**src/rtl/mips_pkg.sv**
```systemverilog
// +--------------------------------------------------------------------------+
// | mips_pkg                                                                 |
// | Shared MIPS-I control-transfer encodings, branch kinds, counter helpers. |
// | Revision: 1.0                                                            |
// +--------------------------------------------------------------------------+
`default_nettype none

package mips_pkg;

  // Primary opcodes (ir[31:26])
  localparam logic [5:0] c_op_special = 6'b000000;
  localparam logic [5:0] c_op_regimm  = 6'b000001;
  localparam logic [5:0] c_op_j       = 6'b000010;
  localparam logic [5:0] c_op_jal     = 6'b000011;
  localparam logic [5:0] c_op_beq     = 6'b000100;
  localparam logic [5:0] c_op_bne     = 6'b000101;
  localparam logic [5:0] c_op_blez    = 6'b000110;
  localparam logic [5:0] c_op_bgtz    = 6'b000111;

  // REGIMM sub-opcodes carried in the rt field (ir[20:16])
  localparam logic [4:0] c_rt_bltz   = 5'b00000;
  localparam logic [4:0] c_rt_bgez   = 5'b00001;
  localparam logic [4:0] c_rt_bltzal = 5'b10000;
  localparam logic [4:0] c_rt_bgezal = 5'b10001;

  // SPECIAL function codes (ir[5:0])
  localparam logic [5:0] c_fn_jr   = 6'b001000;
  localparam logic [5:0] c_fn_jalr = 6'b001001;

  localparam logic [4:0] c_link_ra   = 5'd31;
  localparam logic [1:0] c_ctr_reset = 2'b01;

  typedef enum logic [1:0] {
    NONE = 2'd0,
    COND = 2'd1,
    JUMP = 2'd2,
    JREG = 2'd3
  } br_kind_e;

  // Two-bit saturating counter step.
  function automatic logic [1:0] ctr_next(input logic [1:0] ctr, input logic taken);
    logic [1:0] nxt;
    nxt = ctr;
    if (taken && (ctr != 2'b11)) begin
      nxt = ctr + 2'b01;
    end else if (!taken && (ctr != 2'b00)) begin
      nxt = ctr - 2'b01;
    end
    return nxt;
  endfunction

endpackage

`default_nettype wire

```
**src/rtl/bht_2bit.sv**
```systemverilog
// +--------------------------------------------------------------------------+
// | bht_2bit                                                                 |
// | Table of 2-bit saturating counters: one async read, one update port.     |
// | Revision: 1.0                                                            |
// +--------------------------------------------------------------------------+
`default_nettype none

module bht_2bit
  import mips_pkg::*;
#(
  parameter int ENTRIES = 64,
  parameter int IDX_W   = $clog2(ENTRIES)
) (
  input  logic             clk,
  input  logic             rst,
  input  logic [IDX_W-1:0] rd_idx,
  output logic [1:0]       rd_ctr,
  input  logic             wr_en,
  input  logic [IDX_W-1:0] wr_idx,
  input  logic             wr_taken
);

  logic [1:0] r_ctr [ENTRIES];

  // Reads see the pre-update value during the update cycle.
  assign rd_ctr = r_ctr[rd_idx];

  always_ff @(posedge clk or posedge rst) begin
    if (rst) begin
      for (int i = 0; i < ENTRIES; i++) begin
        r_ctr[i] <= c_ctr_reset;
      end
    end else if (wr_en) begin
      r_ctr[wr_idx] <= ctr_next(r_ctr[wr_idx], wr_taken);
    end
  end

endmodule

`default_nettype wire

```
**src/rtl/br_resolve.sv**
```systemverilog
// +--------------------------------------------------------------------------+
// | br_resolve                                                               |
// | Decode-stage MIPS-I branch resolver with registered redirect and link.   |
// | Optional branch history table enabled by macro BR_RESOLVE_BHT_EN.        |
// | Revision: 1.0                                                            |
// +--------------------------------------------------------------------------+
`default_nettype none

module br_resolve
  import mips_pkg::*;
#(
  parameter int XLEN        = 32,
  parameter int BHT_ENTRIES = 64
) (
  input  logic            clk,
  input  logic            rst,
  input  logic [XLEN-1:0] if_pc,
  output logic            if_pred,
  input  logic            id_valid,
  input  logic            id_stall,
  input  logic [31:0]     id_ir,
  input  logic [XLEN-1:0] id_pc,
  input  logic            id_pred,
  input  logic [XLEN-1:0] reg_a,
  input  logic [XLEN-1:0] reg_b,
  output logic            redirect,
  output logic [XLEN-1:0] redirect_addr,
  output logic            link_we,
  output logic [4:0]      link_reg,
  output logic [XLEN-1:0] link_data
);

  logic [5:0]      w_op;
  logic [4:0]      w_rt;
  logic [5:0]      w_fn;
  logic            w_eq;
  logic            w_neg;
  logic            w_zero;
  br_kind_e        w_kind;
  logic            w_taken;
  logic            w_link;
  logic [4:0]      w_link_reg;
  logic            w_pred;
  logic            w_resolve;
  logic [XLEN-1:0] w_seq_pc;
  logic [XLEN-1:0] w_br_target;
  logic [XLEN-1:0] w_j_target;
  logic            w_redirect;
  logic [XLEN-1:0] w_redirect_addr;

  logic            r_redirect;
  logic [XLEN-1:0] r_redirect_addr;
  logic            r_link_we;
  logic [4:0]      r_link_reg;
  logic [XLEN-1:0] r_link_data;

  assign w_op   = id_ir[31:26];
  assign w_rt   = id_ir[20:16];
  assign w_fn   = id_ir[5:0];
  assign w_eq   = (reg_a == reg_b);
  assign w_neg  = reg_a[XLEN-1];
  assign w_zero = (reg_a == '0);

  assign w_resolve   = id_valid & ~id_stall;
  assign w_seq_pc    = id_pc + XLEN'(4);
  assign w_br_target = id_pc + {{(XLEN-18){id_ir[15]}}, id_ir[15:0], 2'b00};
  assign w_j_target  = {id_pc[XLEN-1:28], id_ir[25:0], 2'b00};

  always_comb begin
    w_kind     = NONE;
    w_taken    = 1'b0;
    w_link     = 1'b0;
    w_link_reg = '0;
    case (w_op)
      c_op_beq:  begin w_kind = COND; w_taken = w_eq;              end
      c_op_bne:  begin w_kind = COND; w_taken = ~w_eq;             end
      c_op_blez: begin w_kind = COND; w_taken = w_neg | w_zero;    end
      c_op_bgtz: begin w_kind = COND; w_taken = ~w_neg & ~w_zero;  end
      c_op_regimm: begin
        case (w_rt)
          c_rt_bltz: begin w_kind = COND; w_taken = w_neg;  end
          c_rt_bgez: begin w_kind = COND; w_taken = ~w_neg; end
          c_rt_bltzal: begin
            w_kind     = COND;
            w_taken    = w_neg;
            w_link     = 1'b1;
            w_link_reg = c_link_ra;
          end
          c_rt_bgezal: begin
            w_kind     = COND;
            w_taken    = ~w_neg;
            w_link     = 1'b1;
            w_link_reg = c_link_ra;
          end
          default: ;
        endcase
      end
      c_op_j: begin
        w_kind = JUMP;
      end
      c_op_jal: begin
        w_kind     = JUMP;
        w_link     = 1'b1;
        w_link_reg = c_link_ra;
      end
      c_op_special: begin
        if (w_fn == c_fn_jr) begin
          w_kind = JREG;
        end else if (w_fn == c_fn_jalr) begin
          w_kind     = JREG;
          w_link     = 1'b1;
          w_link_reg = id_ir[15:11];
        end
      end
      default: ;
    endcase
  end

  // A conditional branch only redirects when fetch guessed wrong.
  always_comb begin
    w_redirect      = 1'b0;
    w_redirect_addr = '0;
    case (w_kind)
      COND: begin
        if (w_taken != w_pred) begin
          w_redirect      = 1'b1;
          w_redirect_addr = w_taken ? w_br_target : w_seq_pc;
        end
      end
      JUMP: begin
        w_redirect      = 1'b1;
        w_redirect_addr = w_j_target;
      end
      JREG: begin
        w_redirect      = 1'b1;
        w_redirect_addr = reg_a;
      end
      default: ;
    endcase
  end

`ifdef BR_RESOLVE_BHT_EN
  localparam int c_idx_w = $clog2(BHT_ENTRIES);

  logic [XLEN-1:0] w_upd_pc;
  logic [1:0]      w_rd_ctr;
  logic            w_bht_we;
  logic            w_unused_bits;

  // id_pc is the delay-slot PC; the table is keyed by the branch itself.
  assign w_upd_pc = id_pc - XLEN'(4);
  assign w_bht_we = w_resolve & (w_kind == COND);

  bht_2bit #(
    .ENTRIES (BHT_ENTRIES),
    .IDX_W   (c_idx_w)
  ) u_bht (
    .clk      (clk),
    .rst      (rst),
    .rd_idx   (if_pc[c_idx_w+1:2]),
    .rd_ctr   (w_rd_ctr),
    .wr_en    (w_bht_we),
    .wr_idx   (w_upd_pc[c_idx_w+1:2]),
    .wr_taken (w_taken)
  );

  assign if_pred       = w_rd_ctr[1];
  assign w_pred        = id_pred;
  assign w_unused_bits = ^{if_pc, w_upd_pc, w_rd_ctr};
`else
  localparam int c_unused_entries = BHT_ENTRIES;

  logic w_unused_bits;

  assign if_pred       = 1'b0;
  assign w_pred        = 1'b0;
  assign w_unused_bits = ^{if_pc, id_pred};
`endif

  // Outputs reload every cycle so pulses never repeat across stalls.
  always_ff @(posedge clk or posedge rst) begin
    if (rst) begin
      r_redirect      <= 1'b0;
      r_redirect_addr <= '0;
      r_link_we       <= 1'b0;
      r_link_reg      <= '0;
      r_link_data     <= '0;
    end else begin
      r_redirect      <= w_resolve & w_redirect;
      r_redirect_addr <= (w_resolve & w_redirect) ? w_redirect_addr : '0;
      r_link_we       <= w_resolve & w_link;
      r_link_reg      <= (w_resolve & w_link) ? w_link_reg : '0;
      r_link_data     <= (w_resolve & w_link) ? w_seq_pc : '0;
    end
  end

  assign redirect      = r_redirect;
  assign redirect_addr = r_redirect_addr;
  assign link_we       = r_link_we;
  assign link_reg      = r_link_reg;
  assign link_data     = r_link_data;

endmodule

`default_nettype wire

```
**config.mk**
```make
export PLATFORM = sky130hd
export DESIGN_NAME = br_resolve
export DESIGN_NICKNAME = d
export VERILOG_FILES = /design/src/rtl/mips_pkg.sv /design/src/rtl/bht_2bit.sv /design/src/rtl/br_resolve.sv
export SDC_FILE = /design/constraint.sdc
export NUM_CORES = 1
export LEC_CHECK = 0
export ABC_AREA = 1
export BUFFER_PORTS_ARGS = -buffer_cell sky130_fd_sc_hd__buf_2
export CAP_MARGIN = 20
export CORE_MARGIN = 2
export CORE_UTILIZATION = 40
export DETAILED_ROUTE_END_ITERATION = 10
export GPL_TIMING_DRIVEN = 0
export PLACE_DENSITY = 0.7
export REMOVE_ABC_BUFFERS = 1
export SLEW_MARGIN = 15
export SYNTH_ARGS = -nofsm -noshare
export SYNTH_HDL_FRONTEND = slang
export SYNTH_SLANG_ARGS = --single-unit
```
**constraint.sdc**
```tcl
create_clock -name clk -period 2 [get_ports clk]
set_input_delay 0.1 -clock clk [delete_from_list [all_inputs] [get_ports clk]]
set_output_delay 0.1 -clock clk [all_outputs]
set_load 0.01 [all_outputs]
```
==> flow_summary.toml <==
[cts]
cts-root-buf = "clkbuf_16"
path_clk_slew_ps = 60
cts_tree = "yes"
cts-buffers-inserted = 9
htree_levels = 3
clock_path_buffers = 2
clock-sinks = 71

[global_routing]
grt_overflow = 0
grt_pass1_vias = 6259
antenna_found_initial = 0
grt_pass1_wl_um = 30700
grtUsageTotal = 0.231
grt_max_degree = 38

[critical_path]
crit_arrival_ps = 2060
cp-end-kind = "register"
start_kind = "input port"
crit_required_ps = 2220
worst-setup-path-type = "in2reg"
cp_max_fo = 4

[placement]
port_buffers = 202
dp_hpwl_um = 16600
gp_congestion = 0.920
dp.cells = 1447
place_area_um2 = 7710

[sta]
setup_viol = 0
fin_setup_tns_ps = 0
tightest_slew_ps = 839
hold_ws_ps = 16.3
period_needed_ps = 1840
fin_crit_sh = 0.918
slew_viol_final = 0
relSlewSlack = 0.439
hold_viol = 0
rsz0062_at_grt = "no"
fmax_mhz = 545

[min_path]
hold_start = "id_pc[26]"
worst_hold_path_type = "in2reg"
hold_end = "link_data[26]"
worst_hold_path.num_cells = 3

[logic_synthesis]
synth_edf_count = 0
seq_area_frac_synth = 0.277
synthArstFlopShare = 1.00
synth_cell_types = 43
syn_inst = 1040
ys_warn_count = 0
synth_area_um2 = 6420
synth-seq-cells = 71
synth_flop_cell = "dfrtp_1"
synth_area_per_cell_um2 = 6.17

[layout]
stdcell_area_um2 = 8100
final_util = 0.514
nets = 1443
diodes = 0
drive_gt1_frac = 0.201
areaGrowthSynthToFinish_pct = 26.2
fin_cells = 1467

[power]
max-vdd-ir-drop_uv = 371
power_density_nw_per_um2 = 536
power_leakage_nw = 4.76

[die]
core_area_um2 = 15800
die-area_um2 = 17100
fp.dieW_um = 131
fp.dieH_um = 131
placementRows = 46
start_util = 0.407
io_pins = 237

[detailed_routing]
drt-total-wl_um = 19900
vias = 6873
route.detailed.drc = 0
drtAntennaViolNets = 0
viasPerCell = 4.69
drt_iter0_drc = 424
routedWlPerCell_um = 13.5
drt-pass1-iter-count = 5

[run_status]
status = "finished clean"

[flow_run]
cap_violations = 0
[where the power goes]
group	internal, mW	switching [mW]
clock	1.12	0.644
combinational	0.427	0.712
sequential	1.44	0.000558
total	2.98	1.36
[how the worst max path moves through the flow]
stage	start	end	slack (ps)	depth (start not counted)
6_report	id_pc[2]	redirect_addr[22]	160	16
5_1_grt	id_ir[28]	link_data[24]	0.7	10
4_1_cts	id_pc[2]	redirect_addr[22]	70	16
3_5_place_dp	id_ir[31]	redirect_addr[15]	-520	9
3_3_place_gp	id_ir[31]	link_data[23]	-1210	10
2_1_floorplan	id_ir[31]	link_data[24]	3	9
[timing repair]
| action | 4_1_cts | 5_1_grt |
|---|---|---|
| endpoints found under the setup margin | 27 | 22 |
| buffers inserted | 1 | 0 |
| gates resized for setup | 1 | 5 |
| pin swaps | 1 | 0 |
| hold endpoints to repair | 39 | 0 |
| hold buffers | 4 | 0 |
[cells in the mapped netlist, types with 2 or more instances]
cell type	count	area, um^2
a21oi_1	61	305
a31oi_1	3	18.8
and2_1	3	18.8
buf_2	6	30.0
buf_4	2	15.0
buf_6	2	22.5
clkbuf_1	6	22.5
dfrtp_1	71	1780
ha_1	30	375
inv_1	201	754
inv_2	2	7.51
nand2_1	299	1120
nand2_2	2	12.5
nand3_1	64	320
nand3_2	3	30.0
nand3b_1	5	37.5
nand4_1	11	68.8
nor2_1	143	537
nor2_2	4	25.0
nor2_4	2	22.5
nor3_1	14	70.1
nor3_2	2	20.0
nor3b_1	3	22.5
o21ai_0	17	85.1
o21bai_1	6	45.0
o22ai_1	15	93.8
xnor2_1	31	272
xor2_1	17	149
[worst max-delay path, stage by stage]
cell and delay, ps:
buf_2 140, ha_2 220, inv_1 60, fa_1 430, inv_1 110, nand3_1 70
nand3_1 150, nand3_1 110, nand3_2 130, nand2_1 80, nand2_1 60, nand2_1 50
nand2_1 100, inv_1 50, a21oi_1 130, nor2_1 60
[cell usage in the layout (no fill, tap or decap), drive strengths merged]
cell	instances
nor3b	4
a31oi	3
o21bai	6
nand3b	5
fa	1
xnor2	31
xor2	17
nor3	17
o21ai	19
a211oi	1
bufinv	2
a21boi	1
a41o	1
dfrtp	71
conb	1
nand4	12
dlygate4sd3	4
o22ai	15
inv	203
clkbuf	10
a21oi	61
clkinvlp	3
nand3	67
nor4	1
nor2	149
buf	208
a21o	1
ha	30
or2	1
clkinv	1
nand2	302
and2	3
[per-layer routing]
metal | share of wire | GRT usage
met2 | 0.48 | 0.400
met5 | 0 | 0
met4 | 0.013 | 0.0569
met3 | 0.053 | 0.0448
met1 | 0.45 | 0.297
[per-stage QoR]
| stage | worst slack [ps] | power (mW) |
|---|---|---|
| after floorplan | 2.98 | 2.18 |
| after global placement | -1210 | 2.58 |
| after detailed placement | -520 | 2.59 |
| after CTS | 65.9 | 4.37 |
| after global routing | 0.725 | 4.58 |
| final | 164 | 4.34 |
[final cells by class]
cell class	instances	area, um^2
sequential	71	1780
clock buffer	10	239
clock inverter	5	82.6
tap	216	270
timing repair buffer	212	1150
multi-input combinational	749	3810
inverter	204	769
fill	1653	7670
[cell families after synthesis]
family	Yosys count	share of synthesized area
compound gates	108	0.0926
xor+xnor	48	0.0655
fa+ha+maj	31	0.0616
buf+inv	220	0.134
flops	71	0.277
other cells	1	0.000584
simple gates	561	0.370
Note: power is estimated with default switching activity, not from simulation.
